### config.mk
export PLATFORM = sky130hd
export DESIGN_NAME = toy_cpu_sequencer
export DESIGN_NICKNAME = d
export VERILOG_FILES = /design/src/rtl/toy_cpu_sequencer.sv
export SDC_FILE = /design/constraint.sdc
export NUM_CORES = 1
export LEC_CHECK = 0
export CORE_MARGIN = 4
export CORE_UTILIZATION = 54
export DETAILED_ROUTE_END_ITERATION = 10
export GPL_TIMING_DRIVEN = 0
export PLACE_DENSITY = 0.74
export SLEW_MARGIN = 20
export SYNTH_ARGS = -nofsm -noshare
export SYNTH_HDL_FRONTEND = slang
export SYNTH_SLANG_ARGS = --single-unit
### constraint.sdc
create_clock -name clk -period 6.2 [get_ports clk]
set_clock_uncertainty 0.1 [all_clocks]
set_input_delay 1.86 -clock clk [delete_from_list [all_inputs] [get_ports clk]]
set_output_delay 1.86 -clock clk [all_outputs]
set_load 0.01 [all_outputs]
### src/rtl/toy_cpu_sequencer.sv
// toy_cpu_sequencer: loads a short program byte-serially and issues it to toy_cpu
module toy_cpu_sequencer #(
    parameter int AW        = 3,
    parameter int ISSUE_GAP = 0
) (
    input  logic          clk,
    input  logic          rst,
    input  logic          load_valid,
    input  logic [7:0]    load_data,
    input  logic          load_clear,
    input  logic          start,
    input  logic          stop,
    input  logic          step,
    input  logic          loop_en,
    output logic          op_valid,
    output logic [2:0]    opcode,
    output logic [2:0]    src_a,
    output logic [2:0]    src_b,
    output logic [2:0]    dest,
    output logic [7:0]    imm,
    output logic          busy,
    output logic          done,
    output logic [AW-1:0] pc,
    output logic          load_err
);
    localparam int DEPTH = 2 ** AW;
    typedef enum logic {IDLE, RUN} state_t;
    state_t        state_q;
    logic [AW-1:0] pc_q;
    logic [AW:0]   prog_len_q;
    logic [1:0]    byte_cnt_q;
    logic [3:0]    gap_cnt_q;
    logic [5:0]    b0_q, b1_q;
    logic          load_err_q, op_valid_q, done_q;
    logic [2:0]    opcode_q, src_a_q, src_b_q, dest_q;
    logic [7:0]    imm_q;
    logic [19:0]   mem [DEPTH];
    logic [19:0]   cur;
    logic          last, has_prog, full, issue, wr_en;

    assign cur      = mem[pc_q];
    assign last     = {1'b0, pc_q} == prog_len_q - 1'b1;
    assign has_prog = prog_len_q != '0;
    assign full     = prog_len_q[AW];
    assign issue    = (state_q == RUN) ? (!stop && gap_cnt_q == 4'd0) : (!stop && !start && step && has_prog);
    assign wr_en    = state_q == IDLE && !stop && !start && !step && !load_clear && load_valid && !full && byte_cnt_q == 2'd2;

    assign op_valid = op_valid_q;
    assign opcode   = opcode_q;
    assign src_a    = src_a_q;
    assign src_b    = src_b_q;
    assign dest     = dest_q;
    assign imm      = imm_q;
    assign busy     = state_q == RUN;
    assign done     = done_q;
    assign pc       = pc_q;
    assign load_err = load_err_q;

    // Instruction buffer: a completed 3-byte instruction is stored as {B0[7:2], B1[7:2], B2}
    always_ff @(posedge clk) begin
        if (wr_en) mem[prog_len_q[AW-1:0]] <= {b0_q, b1_q, load_data};
    end

    // Sequencing FSM, byte loader and registered CPU-side outputs
    always_ff @(posedge clk) begin
        if (rst) begin
            state_q    <= IDLE;
            pc_q       <= '0;
            prog_len_q <= '0;
            byte_cnt_q <= '0;
            gap_cnt_q  <= '0;
            b0_q       <= '0;
            b1_q       <= '0;
            load_err_q <= 1'b0;
            op_valid_q <= 1'b0;
            done_q     <= 1'b0;
            opcode_q   <= '0;
            src_a_q    <= '0;
            src_b_q    <= '0;
            dest_q     <= '0;
            imm_q      <= '0;
        end else begin
            op_valid_q <= issue;
            opcode_q   <= issue ? cur[19:17] : 3'd0;
            dest_q     <= issue ? cur[16:14] : 3'd0;
            src_a_q    <= issue ? cur[13:11] : 3'd0;
            src_b_q    <= issue ? cur[10:8]  : 3'd0;
            imm_q      <= issue ? cur[7:0]   : 8'd0;
            done_q     <= issue && last && (state_q == IDLE || !loop_en);
            if (state_q == RUN) begin
                if (load_valid) load_err_q <= 1'b1;
                if (stop) state_q <= IDLE;
                else if (gap_cnt_q != 4'd0) gap_cnt_q <= gap_cnt_q - 4'd1;
                else begin
                    gap_cnt_q <= 4'(ISSUE_GAP);
                    pc_q      <= last ? '0 : pc_q + 1'b1;
                    if (last && !loop_en) state_q <= IDLE;
                end
            end else if (!stop) begin
                if (start) begin
                    if (has_prog) begin
                        state_q    <= RUN;
                        pc_q       <= '0;
                        gap_cnt_q  <= '0;
                        byte_cnt_q <= '0;
                    end
                end else if (step) begin
                    if (has_prog) pc_q <= last ? '0 : pc_q + 1'b1;
                end else if (load_clear) begin
                    prog_len_q <= '0;
                    byte_cnt_q <= '0;
                    load_err_q <= 1'b0;
                    pc_q       <= '0;
                end else if (load_valid) begin
                    if (full) load_err_q <= 1'b1;
                    else begin
                        byte_cnt_q <= (byte_cnt_q == 2'd2) ? 2'd0 : byte_cnt_q + 2'd1;
                        if (byte_cnt_q == 2'd0) b0_q <= load_data[7:2];
                        if (byte_cnt_q == 2'd1) b1_q <= load_data[7:2];
                        if (byte_cnt_q == 2'd2) prog_len_q <= prog_len_q + 1'b1;
                    end
                end
            end
        end
    end
endmodule

* Yosys cells after proc, flatten, opt, wreduce, memory -nomap -nowiden
Memory sizes are Yosys's and may differ from the RTL's. A register that Yosys moved wholly into a read port is not among the register bits. Cells that the tools add are included.
Operators by class: add/sub/neg operators 5, equal/unequal tests 14, muxes and demuxes 45, bitwise operators 7, reduce and logical (&&, ||, !) cells 42
Operators with widths (number):
- $mux 4 | 10
- $mux 3 | 10
- $mux 1 | 18
- $reduce_and 8->1 | 2
- $logic_and 1x1->1 | 14
- $mux 2 | 7
- $reduce_and 6->1 | 2
- $reduce_bool 4->1 | 3
- $reduce_and 5->1 | 2
- $ne 2x1->1 const B | 4
- $ne 2x2->1 const B | 4
- $reduce_bool 2->1 | 4
- $sub 4x1->4 const B | 2
- $not 1->1 | 7
- $reduce_and 7->1 | 1
- $logic_not 1->1 | 6
- $ne 3x1->1 const B | 2
- $reduce_bool 3->1 | 2
- $reduce_bool 5->1 | 1
- $add 4x1->4 const B | 1
- $eq 3x4->1 | 1
- $logic_not 4->1 | 1
- $add 3x1->3 const B | 1
- $ne 3x3->1 const B | 1
- 7 further kinds | 7
Storage, ports and cells: flip-flop bits (word level) 29, RAM bits 160, bits of input ports 16, word-level logic and storage cells 125, memories 1
Memories:
- mem | words 8, width 20, rd ports 1, clocked after Yosys merged registers in 1, wr ports 1, line 37 | logic [19:0] mem [DEPTH];

* Depth between registers and ports, before layout
Gate-level depths: netlist of the first run.
word-level depth 10, depth in mapped cells 9, mapped depth without buffers 7

* Least setup slack after synthesis of the first run
No wires, ideal clock.
kind input to register, start input port start, end memory mem[0][0] (enable), library setup time 448 ps, arrival 4963 ps, slack 689 ps, stages on the path 4, path through or4_4 > or4_1 > buf_2 > nor4_1
On the way: cells in the longest elaborated chain, start to end 9
RTL lines:
- start, declared | line 11 | input logic start,
- $logic_not 1->1 | line 46 | assign wr_en = state_q == IDLE && !stop && !start && !step && !load_clear && load_valid && !full && byte_cnt_q ...
- $logic_and 1x1->1 (6 in series) | line 46
- $mux 1 | line 61 | if (wr_en) mem[prog_len_q[AW-1:0]] <= {b0_q, b1_q, load_data};
- $mux 1 (implied by the code) | line 61
- end, declared | line 37
No other way between the ends.

* Worst setup path after layout of the first run
start input port start, end memory mem[4][9] (enable)
Same word-level chain as after synthesis.

==> impl_metrics.json, run 1 <==
{
  "run_status": "finished clean",
  "nNetsFinal": 558,
  "post_cts_resized": 0,
  "timing.slew.headroom_pct": 43.49,
  "holdPathStages": 2,
  "seq_area_frac_synth_pct": 72.60,
  "hold_class": "reg2reg",
  "largest_net_degree_at_the_start_of_global_routing": 17,
  "die_height_um": 129.5,
  "worst_path_max_delay_cell": "or4_4",
  "antenna_violating_nets_post_route": 0,
  "sum_of_overflow_across_all_layers_after_global_routing": 0,
  "internal_power_mw": 2.297,
  "cellPowerDensity_nw_per_um2": 296.0,
  "io_pins": 43,
  "synth_most_common_cell": "edfxtp_1",
  "synthCells": 456,
  "synth.avg_cell_area_sq_um": 17.48,
  "number_of_enable_type_register_cells_in_the_synthesized_netlist": 160,
  "gp_routability_congestion": 0.8960,
  "worstSkewPairLatency_ps": 480,
  "cp_max_fo": 8,
  "critical_path_depth": 8,
  "slew_viol_final": 0,
  "rr_worst_depth": 7,
  "crit_type": "in2reg",
  "p_sw_mw": 0.5333,
  "max_cap_violations": 0,
  "detailedRoute.firstPassIterationCount": 5,
  "synth_nets": 478,
  "tritoncts": "yes",
  "setup-violations-final": 0,
  "cts-root-buf": "clkbuf_16",
  "detail_route.wl_per_cell_um": 21.96,
  "std_cell_rows": 44,
  "place.port_buffers": 41,
  "achievable-frequency_mhz": 208.1,
  "sequentialPowerShare_pct": 52.9,
  "detail_route.vias_per_cell": 5.922,
  "final_layout_size_suffix_gt1_share_pct": 20.73,
  "critical_path_buf_inv_count": 4,
  "cp-start-kind": "input port",
  "vias_in_the_first_global_route": 4530,
  "pre_cts_slack_ps": 916.7,
  "power_switching_share_pct": 18.84,
  "cp_data_required_time_ps": 6280,
  "totalPowerFinal_mw": 2.830,
  "synth_top_cell_by_area": "edfxtp_1",
  "finalCritPeriodShare_pct": 77.50,
  "worst_path_most_repeated_cell": "buf_6",
  "fraction_of_synthesized_cell_area_taken_by_the_top_area_cell_type_pct": 60.29,
  "die_area_sq_um": 16770,
  "synth.area.top_cells": "edfxtp_1, dfxtp_1, mux4_2",
  "dieWidth_um": 129.5,
  "worst_path_dominant_cell_family": "simple AND/OR/NAND/NOR gates",
  "vdd_drop_max_uv": 218.9,
  "clock_power_share_pct": 45.5,
  "htree_num_levels": 1,
  "ys_dominant_reg_cell": "edfxtp_1",
  "grt_antenna_before_repair": 0,
  "post_cts_buffers": 0,
  "clkSinkCount": 209,
  "timing.critical_path.arrival_ps": 4890,
  "route.detailed.drc": 0,
  "cts.reportedPaths.clkPinSlew_ps": 60,
  "postSynthRegisterBits": 209,
  "synth.cells.most_frequent": "edfxtp_1, dfxtp_1, nor2_1",
  "synth-warning-count": 0,
  "tritoncts.num_buffers": 21,
  "synth.distinct_cells": 45,
  "report.final.hold_viol_count": 0,
  "wirelength_mm": 16.12,
  "synth-async-reset-ratio_pct": 0,
  "ordered_list_of_cells_on_the_worst_path": "clkdlybuf4s50_1 -> or4_4 -> nor4_1 -> nand2_1 -> nor3_2 -> buf_6 -> buf_6 -> buf_4",
  "first_iter_violations": 506,
  "syn2layout_area_growth_pct": 20.00,
  "cts_max_path_buffers": 3,
  "design.core.area_sq_um": 14480,
  "routed-via-count": 4347,
  "critical-path-max-stage-delay_ps": 610,
  "grtUsageTotal_pct": 19.95,
  "portion_of_total_power_attributed_to_combinational_logic_pct": 1.6,
  "synth.cell_area_sq_um": 7969,
  "n_antenna_cell": 0,
  "final.setup.worst_slack_ps": 1395,
  "number_of_hold_buffers_added_after_cts": 0,
  "worst_slew_pin_slew_ps": 847.7,
  "rsz0062_at_grt": "no",
  "total_leakage_power_nw": 3.157,
  "floorplan.initialDensity_pct": 55.04,
  "finalWorstPathRequiredPeriod_ps": 4805,
  "dp.final_hpwl_mm": 10.44,
  "setup.worst_path.end_class": "flop",
  "wire_length_of_the_first_global_routing_pass_mm": 25.19
}
## metrics by stage
stage                     cells  hold WS [ps]  setup TNS, ps  area (sq um)  util (%)
after detailed placement    697         403.9              0          8852     61.14
after CTS                   734         412.7              0          9563     66.05
after global routing        734         464.3              0          9563     66.05
final                       734         412.3              0          9563     66.05
after global placement      681         390.6         -93800          8610     59.46
after floorplan             456         371.5              0          7969         -
## tightest hold or removal path: stages, from the launching register on
cell and delay (ps):
dfxtp_1 330, o21ai_0 80, a21oi_1 60
## cell type report
type,instances,area (sq um)
inverters,9,33.78
multi-input cells,214,2093
well taps,184,230.2
clock inverters,12,140.1
fillers,932,4916
plain buffers,24,105.1
clock buffers,25,570.5
flip-flops and latches,209,5786
repair buffers,57,604.3
## flip-flops by register name, summed over array words and instances, names as in the netlist
register	cells
mem	160
imm	8
b0_q	6
b1_q	6
gap_cnt_q	4
prog_len_q	4
dest	3
opcode	3
pc	3
src_a	3
src_b	3
byte_cnt_q	2
busy	1
done	1
load_err	1
op_valid	1
## per-layer routing
layer / vias to the layer above / global-route usage, % / share of wire, %
met3: 24 / 3.050 / 5.7
met2: 150 / 34.24 / 52
li1: 1942 / - / -
met5: - / 0 / 0
met4: 0 / 4.829 / 1.5
met1: 2231 / 27.31 / 41
## cell usage in the layout (no fill, tap or decap), types with 3 or more instances in the layout
cell / synthesis / routed
inv_1: 9 / 9
a21oi_1: 11 / 11
buf_6: 0 / 5
clkbuf_8: 0 / 3
dfxtp_1: 49 / 49
nand3_1: 3 / 3
nand2b_1: 3 / 3
nor2_4: 0 / 3
nor2_1: 49 / 46
mux2i_1: 34 / 34
clkbuf_16: 0 / 21
nor4_1: 9 / 8
a211oi_1: 6 / 6
or3b_2: 3 / 3
ha_1: 6 / 6
nor3_2: 0 / 4
o21ai_0: 5 / 5
clkdlybuf4s50_1: 0 / 41
xnor2_1: 3 / 3
buf_4: 1 / 7
clkinv_1: 0 / 3
clkbuf_1: 13 / 14
buf_16: 0 / 3
buf_2: 9 / 11
clkinv_2: 0 / 3
bufinv_16: 0 / 3
edfxtp_1: 160 / 160
nand2_1: 10 / 10
mux4_2: 40 / 40
## power by group through the flow
stage	combinational [mW]	sequential [mW]	clock, mW
floorplan	0.0215	1.53	0
global placement	0.0439	1.53	0
detailed placement	0.0456	1.53	0
CTS	0.0459	1.50	1.31
global route	0.0493	1.50	1.37
finish	0.0456	1.50	1.29
## final timing paths
| path | startpoint | endpoint | slack (ps) |
|---|---|---|---|
| worst max-delay path | start | mem[4][9] | 1400 |
| worst min-delay path | gap_cnt_q[3] | gap_cnt_q[3] | 410 |
| worst max register to register | busy | mem[4][9] | 3050 |
| worst min register to register | gap_cnt_q[3] | gap_cnt_q[3] | 410 |
## logic make-up after synthesis
logic type / Yosys count / share of synthesized area (%)
multiplexers: 74 / 15.58
buffers and inverters: 33 / 1.743
flip-flops: 209 / 72.60
AO/OA/AOI/OAI: 32 / 2.606
adder cells (fa/ha/maj): 6 / 0.9420
XOR/XNOR: 3 / 0.3298
AND/OR/NAND/NOR: 99 / 6.202
(Power assumes the default switching activity.)
==> inputs of run 2 (changes only) <==
clock period = 4.6 ns   (was 6.2 ns; I/O delays follow)
==> run 2 against run 1 <==
  * Sequential cell count did not move
  * Worst hold slack improved by 11 ps
  * Die area did not move
  * Critical path depth did not move
  * Clock-buffer cell count rose by 7
  * Utilization fell by 0.42 points
  * Sequential power rose by 35%
  * Routed wire length rose by 1.6%
  * Non-clock buffer count fell by 1
  * Cell count fell by 0.14%
  * Total power rose by 29%
==> impl_metrics.json, run 2 (synthesis results as in run 1) <==
{
  "placedInstanceArea_sq_um": 8862,
  "rr_startpoint": "busy",
  "wirelength_mm": 16.38,
  "timing.critical_path.arrival_ps": 4380,
  "crit_path_start": "start",
  "total_leakage_power_nw": 3.068,
  "nNetsFinal": 557,
  "run_status": "finished clean",
  "tritoncts": "yes",
  "final.hold.worst_slack_ps": 422.9,
  "worst_path_max_delay_cell": "or4_4",
  "first_iter_violations": 335,
  "detail_route.vias_per_cell": 5.966,
  "die_height_um": 129.5,
  "final.setup.worst_slack_ps": 313.0,
  "cts-root-buf": "clkbuf_16",
  "beginning_of_the_worst_hold_path": "gap_cnt_q[3]",
  "fillers": 949,
  "cts_max_path_buffers": 3,
  "layout_commonest_cell": "edfxtp_1",
  "route.detailed.drc": 0,
  "grt_antenna_before_repair": 0,
  "tritoncts.num_buffers": 21,
  "hold_class": "reg2reg",
  "post_cts_buffers": 0,
  "htree_num_levels": 1,
  "slew_viol_final": 0,
  "cp-start-kind": "input port",
  "routed-via-count": 4373,
  "design.core.area_sq_um": 14480,
  "holdPathStages": 2,
  "largest_reg_flops": 160,
  "achievable-frequency_mhz": 233.3,
  "crit_type": "in2reg",
  "area_used_by_multi_input_combinational_logic_sq_um": 2108,
  "io_pins": 43,
  "r2r_end": "mem[4][7]",
  "sum_of_overflow_across_all_layers_after_global_routing": 0,
  "worst_slew_pin_slew_ps": 942.2,
  "worst_path_most_repeated_cell": "buf_6",
  "dp.final_hpwl_mm": 10.47,
  "critical-path-max-stage-delay_ps": 610,
  "layout.area.seq_sq_um": 5786,
  "finalCritPeriodShare_pct": 93.20,
  "n_antenna_cell": 0,
  "fin_cells": 733,
  "report.final.hold_viol_count": 0,
  "wire_length_of_the_first_global_routing_pass_mm": 25.35,
  "largest_net_degree_at_the_start_of_global_routing": 16,
  "cellPowerDensity_nw_per_um2": 385.4,
  "hold_path_end": "gap_cnt_q[3]",
  "dieWidth_um": 129.5,
  "stdcell_area_sq_um": 9502,
  "std_cell_rows": 44,
  "grtUsageTotal_pct": 20.15,
  "setup.worst_path.end_class": "flop",
  "place.port_buffers": 41,
  "place_inst": 696,
  "postLayoutCoreUtil_pct": 65.62,
  "cp_data_required_time_ps": 4690,
  "clkSinkCount": 209,
  "finalWorstPathRequiredPeriod_ps": 4287,
  "detail_route.wl_per_cell_um": 22.34,
  "floorplan.initialDensity_pct": 55.04,
  "number_of_hold_buffers_added_after_cts": 0,
  "setup-violations-final": 0,
  "worst-r2r-setup-slack_ps": 1510,
  "syn2layout_area_growth_pct": 19.23,
  "rr_worst_depth": 7,
  "vdd_drop_max_uv": 234.7,
  "rsz0062_at_grt": "no",
  "final_layout_size_suffix_gt1_share_pct": 19.13,
  "vias_in_the_first_global_route": 4564,
  "cts.reportedPaths.clkPinSlew_ps": 60,
  "gp_routability_congestion": 0.7848,
  "die_area_sq_um": 16770,
  "worstSkewPairLatency_ps": 480,
  "detailedRoute.firstPassIterationCount": 5,
  "cp_max_fo": 8,
  "timing.slew.headroom_pct": 37.19,
  "max_cap_violations": 0,
  "ordered_list_of_cells_on_the_worst_path": "clkdlybuf4s50_1 -> or4_4 -> nor4_1 -> nand2_1 -> nor3_4 -> buf_6 -> buf_6 -> buf_4",
  "antenna_violating_nets_post_route": 0,
  "top_library_cells_by_usage_in_the_layout_fill_and_taps_aside": "edfxtp_1, dfxtp_1, nor2_1",
  "pre_cts_slack_ps": -273.8
}
-- run 2: cell count changes in the layout (fill, tap and decap cells not counted), moves of 2 or more --
| cell | before | now |
|---|---|---|
| clkbuf_1 | 14 | 22 |
| clkinv_2 | 3 | 1 |
| buf_2 | 11 | 9 |
| bufinv_16 | 3 | 1 |
| clkinvlp_4 | 2 | 0 |
-- run 2: cell type report --
class | instances | share of cell area [%]
repair buffers | 56 | 6.373
flip-flops and latches | 209 | 60.89
clock buffers | 32 | 6.176
clock inverters | 5 | 0.4872
multi-input cells | 214 | 22.19
plain buffers | 24 | 1.106
well taps | 184 | 2.423
inverters | 9 | 0.3555
-- run 2: stage by stage --
step / TNS, ps / power (mW)
after floorplan: 0 / 2.086
after detailed placement: -1638 / 2.119
after global placement: -217250 / 2.117
final: 0 / 3.662
after CTS: 0 / 3.687
after global routing: 0 / 3.764
-- run 2: routing by layer --
metal / track usage, % / routed length [um]
met3: 3.586 / 1014
met4: 5.501 / 362
met5: 0 / 0
met2: 34.88 / 8468
met1: 26.63 / 6532
-- run 2: worst max-delay path by stage --
| stage | slack [ps] | to | cells after the start |
|---|---|---|---|
| 3_3_place_gp | -1920 | mem[4][19] | 5 |
| 4_1_cts | 180 | mem[4][19] | 8 |
| 6_report | 310 | mem[4][7] | 8 |
| 3_5_place_dp | -270 | mem[4][19] | 8 |
| 5_1_grt | 140 | mem[4][19] | 8 |
| 2_1_floorplan | 100 | mem[1][0] | 4 |
-- run 2: what timing repair did --
item | in CTS | in global routing
hold endpoints to repair | 0 | 0
endpoints found under the setup margin | 0 | 4
resized for setup | 0 | 1
-- run 2: worst max-delay path: cells and delay by family --
family | cells | cell delay [ps]
buffers and inverters | 4 | 1090
and+or+nand+nor | 4 | 1900
-- run 2: report_power, final --
| part | switching, mW | total [mW] | leakage, nW | internal [mW] |
|---|---|---|---|---|
| clock | 0.651 | 1.58 | 0.307 | 0.932 |
| sequential | 0.00186 | 2.02 | 1.86 | 2.02 |
| combinational | 0.0346 | 0.0618 | 0.904 | 0.0272 |
==> inputs of run 3 (changes only) <==
CORE_UTILIZATION = 50   (was 54)
PLACE_DENSITY = 0.69   (was 0.74)
==> run 3 against run 2 <==
  * Utilization is 3.6 points lower
  * Sequential cell count unchanged
  * Via count down 2.1%
  * First-iteration DRC count is 6.0% higher
  * Sequential share of layout area shrank 0.47 points
  * Register-to-register slack better by 140 ps
  * Worst hold slack got worse by 11 ps
  * Non-clock buffer count down 2
  * Final area grew 0.78%
  * Largest cell class unchanged
  * Largest power group unchanged
  * Highest routed layer unchanged
==> impl_metrics.json, run 3 (synthesis results as in run 1) <==
{
  "die_area_sq_um": 18020,
  "number_of_hold_buffers_added_after_cts": 0,
  "worst_slew_pin_slew_ps": 927.0,
  "post_cts_buffers": 0,
  "cp_max_fo": 8,
  "timing.critical_path.arrival_ps": 4230,
  "worstSkewPairLatency_ps": 500,
  "first_iter_violations": 355,
  "final.setup.worst_slack_ps": 466.4,
  "sequentialPowerShare_pct": 52.4,
  "sum_of_overflow_across_all_layers_after_global_routing": 0,
  "syn2layout_area_growth_pct": 20.16,
  "p_sw_mw": 0.7207,
  "achievable-frequency_mhz": 241.9,
  "fillers": 1124,
  "grtUsageTotal_pct": 18.61,
  "n_antenna_cell": 0,
  "cts_max_path_buffers": 3,
  "r2r_end": "mem[4][15]",
  "finalWorstPathRequiredPeriod_ps": 4134,
  "clock_power_share_pct": 46.0,
  "total_leakage_power_nw": 3.104,
  "floorplan.initialDensity_pct": 51.65,
  "clkSinkCount": 209,
  "nNetsFinal": 556,
  "rr_worst_depth": 5,
  "antenna_violating_nets_post_route": 0,
  "beginning_of_the_worst_hold_path": "gap_cnt_q[3]",
  "largest_reg_flops": 160,
  "place.port_buffers": 41,
  "dp.final_hpwl_mm": 10.16,
  "wire_length_of_the_first_global_routing_pass_mm": 25.45,
  "finalCritPeriodShare_pct": 89.86,
  "layout_commonest_cell": "edfxtp_1",
  "cts-root-buf": "clkbuf_16",
  "max_cap_violations": 0,
  "setup-violations-final": 0,
  "gp_routability_congestion": 0.8091,
  "die_height_um": 134.2,
  "hold_class": "reg2reg",
  "route.detailed.drc": 0,
  "pre_cts_slack_ps": -49.32,
  "placedInstanceArea_sq_um": 8840,
  "detailedRoute.firstPassIterationCount": 4,
  "cts.reportedPaths.clkPinSlew_ps": 60,
  "cellPowerDensity_nw_per_um2": 401.9,
  "final_layout_size_suffix_gt1_share_pct": 20.22,
  "std_cell_rows": 45,
  "stdcell_area_sq_um": 9575,
  "crit_path_start": "start",
  "tritoncts": "yes",
  "rsz0062_at_grt": "no",
  "grt_antenna_before_repair": 0,
  "dieWidth_um": 134.2,
  "detail_route.wl_per_cell_um": 21.50,
  "detail_route.vias_per_cell": 5.632,
  "postLayoutCoreUtil_pct": 62.07,
  "cp_data_required_time_ps": 4700,
  "internal_power_mw": 3.127,
  "vdd_drop_max_uv": 246.6,
  "post_cts_resized": 0,
  "holdPathStages": 2,
  "htree_num_levels": 1,
  "routed-via-count": 4280,
  "cp-start-kind": "input port",
  "report.final.hold_viol_count": 0,
  "slew_viol_final": 0,
  "wirelength_mm": 16.34,
  "timing.slew.headroom_pct": 38.20,
  "tritoncts.num_buffers": 22,
  "hold_path_end": "gap_cnt_q[3]",
  "setup.worst_path.end_class": "flop",
  "power_switching_share_pct": 18.73,
  "largest_net_degree_at_the_start_of_global_routing": 21,
  "io_pins": 43,
  "rr_startpoint": "busy",
  "design.core.area_sq_um": 15430,
  "top_library_cells_by_usage_in_the_layout_fill_and_taps_aside": "edfxtp_1, dfxtp_1, nor2_1",
  "crit_type": "in2reg",
  "run_status": "finished clean",
  "portion_of_total_power_attributed_to_combinational_logic_pct": 1.6,
  "vias_in_the_first_global_route": 4478,
  "worst-r2r-setup-slack_ps": 1650
}
## run 3: cell count changes in the layout (fill, tap and decap cells not counted), sizes merged
cell      previous run  this run
buf                 26        24
clkinv               4         6
bufinv               1         2
clkinvlp             0         1
clkbuf              45        43
## run 3: final cells by class
cell class | count | area (sq um) | share of cell area [%]
Sequential cell | 209 | 5786 | 60.42
Inverter | 9 | 33.78 | 0.3528
Tap cell | 211 | 264.0 | 2.757
Clock buffer | 30 | 641.9 | 6.703
Clock inverter | 9 | 93.84 | 0.9800
Buffer | 24 | 105.1 | 1.098
Multi-Input combinational cell | 214 | 2102 | 21.95
Timing Repair Buffer | 54 | 549.3 | 5.736
## run 3: through the flow
stage | hold slack, ps | total power [mW] | std cells | TNS (ps)
6_report | 411.5 | 3.848 | 760 | 0
5_1_grt | 460.8 | 3.970 | 760 | 0
4_1_cts | 412.6 | 3.877 | 760 | 0
3_5_place_dp | 404.2 | 2.119 | 721 | -650.8
3_3_place_gp | 386.7 | 2.117 | 708 | -236800
2_1_floorplan | 371.5 | 2.086 | 456 | 0
## run 3: power by group through the flow
stage / registers [mW] / logic [mW] / clock network [mW]
floorplan: 2.06 / 0.0289 / 0
CTS: 2.02 / 0.0620 / 1.80
finish: 2.02 / 0.0616 / 1.77
global route: 2.02 / 0.0670 / 1.89
detailed placement: 2.06 / 0.0614 / 0
global placement: 2.06 / 0.0597 / 0
## run 3: worst max path at each step
stage | end | slack, ps | depth (start not counted)
after floorplan | mem[1][0] | 100 | 4
after global placement | mem[2][6] | -2010 | 5
after detailed placement | mem[4][15] | -50 | 6
after CTS | mem[4][15] | 450 | 6
after global routing | mem[4][15] | 280 | 6
final | mem[4][15] | 470 | 6
## run 3: layer usage
layer / vias to the layer above / track usage [%] / share of wire, %
li1: 1940 / - / -
met1: 2191 / 25.42 / 42
met2: 122 / 31.12 / 50
met3: 27 / 3.038 / 5.2
met4: 0 / 5.600 / 2.1
met5: - / 0 / 0
## run 3: critical path: stages
cell and delay [ps]:
clkdlybuf4s50_1 560, or4_4 610, nor4_1 460, nand2_1 340, nor3_2 570, buf_4 310
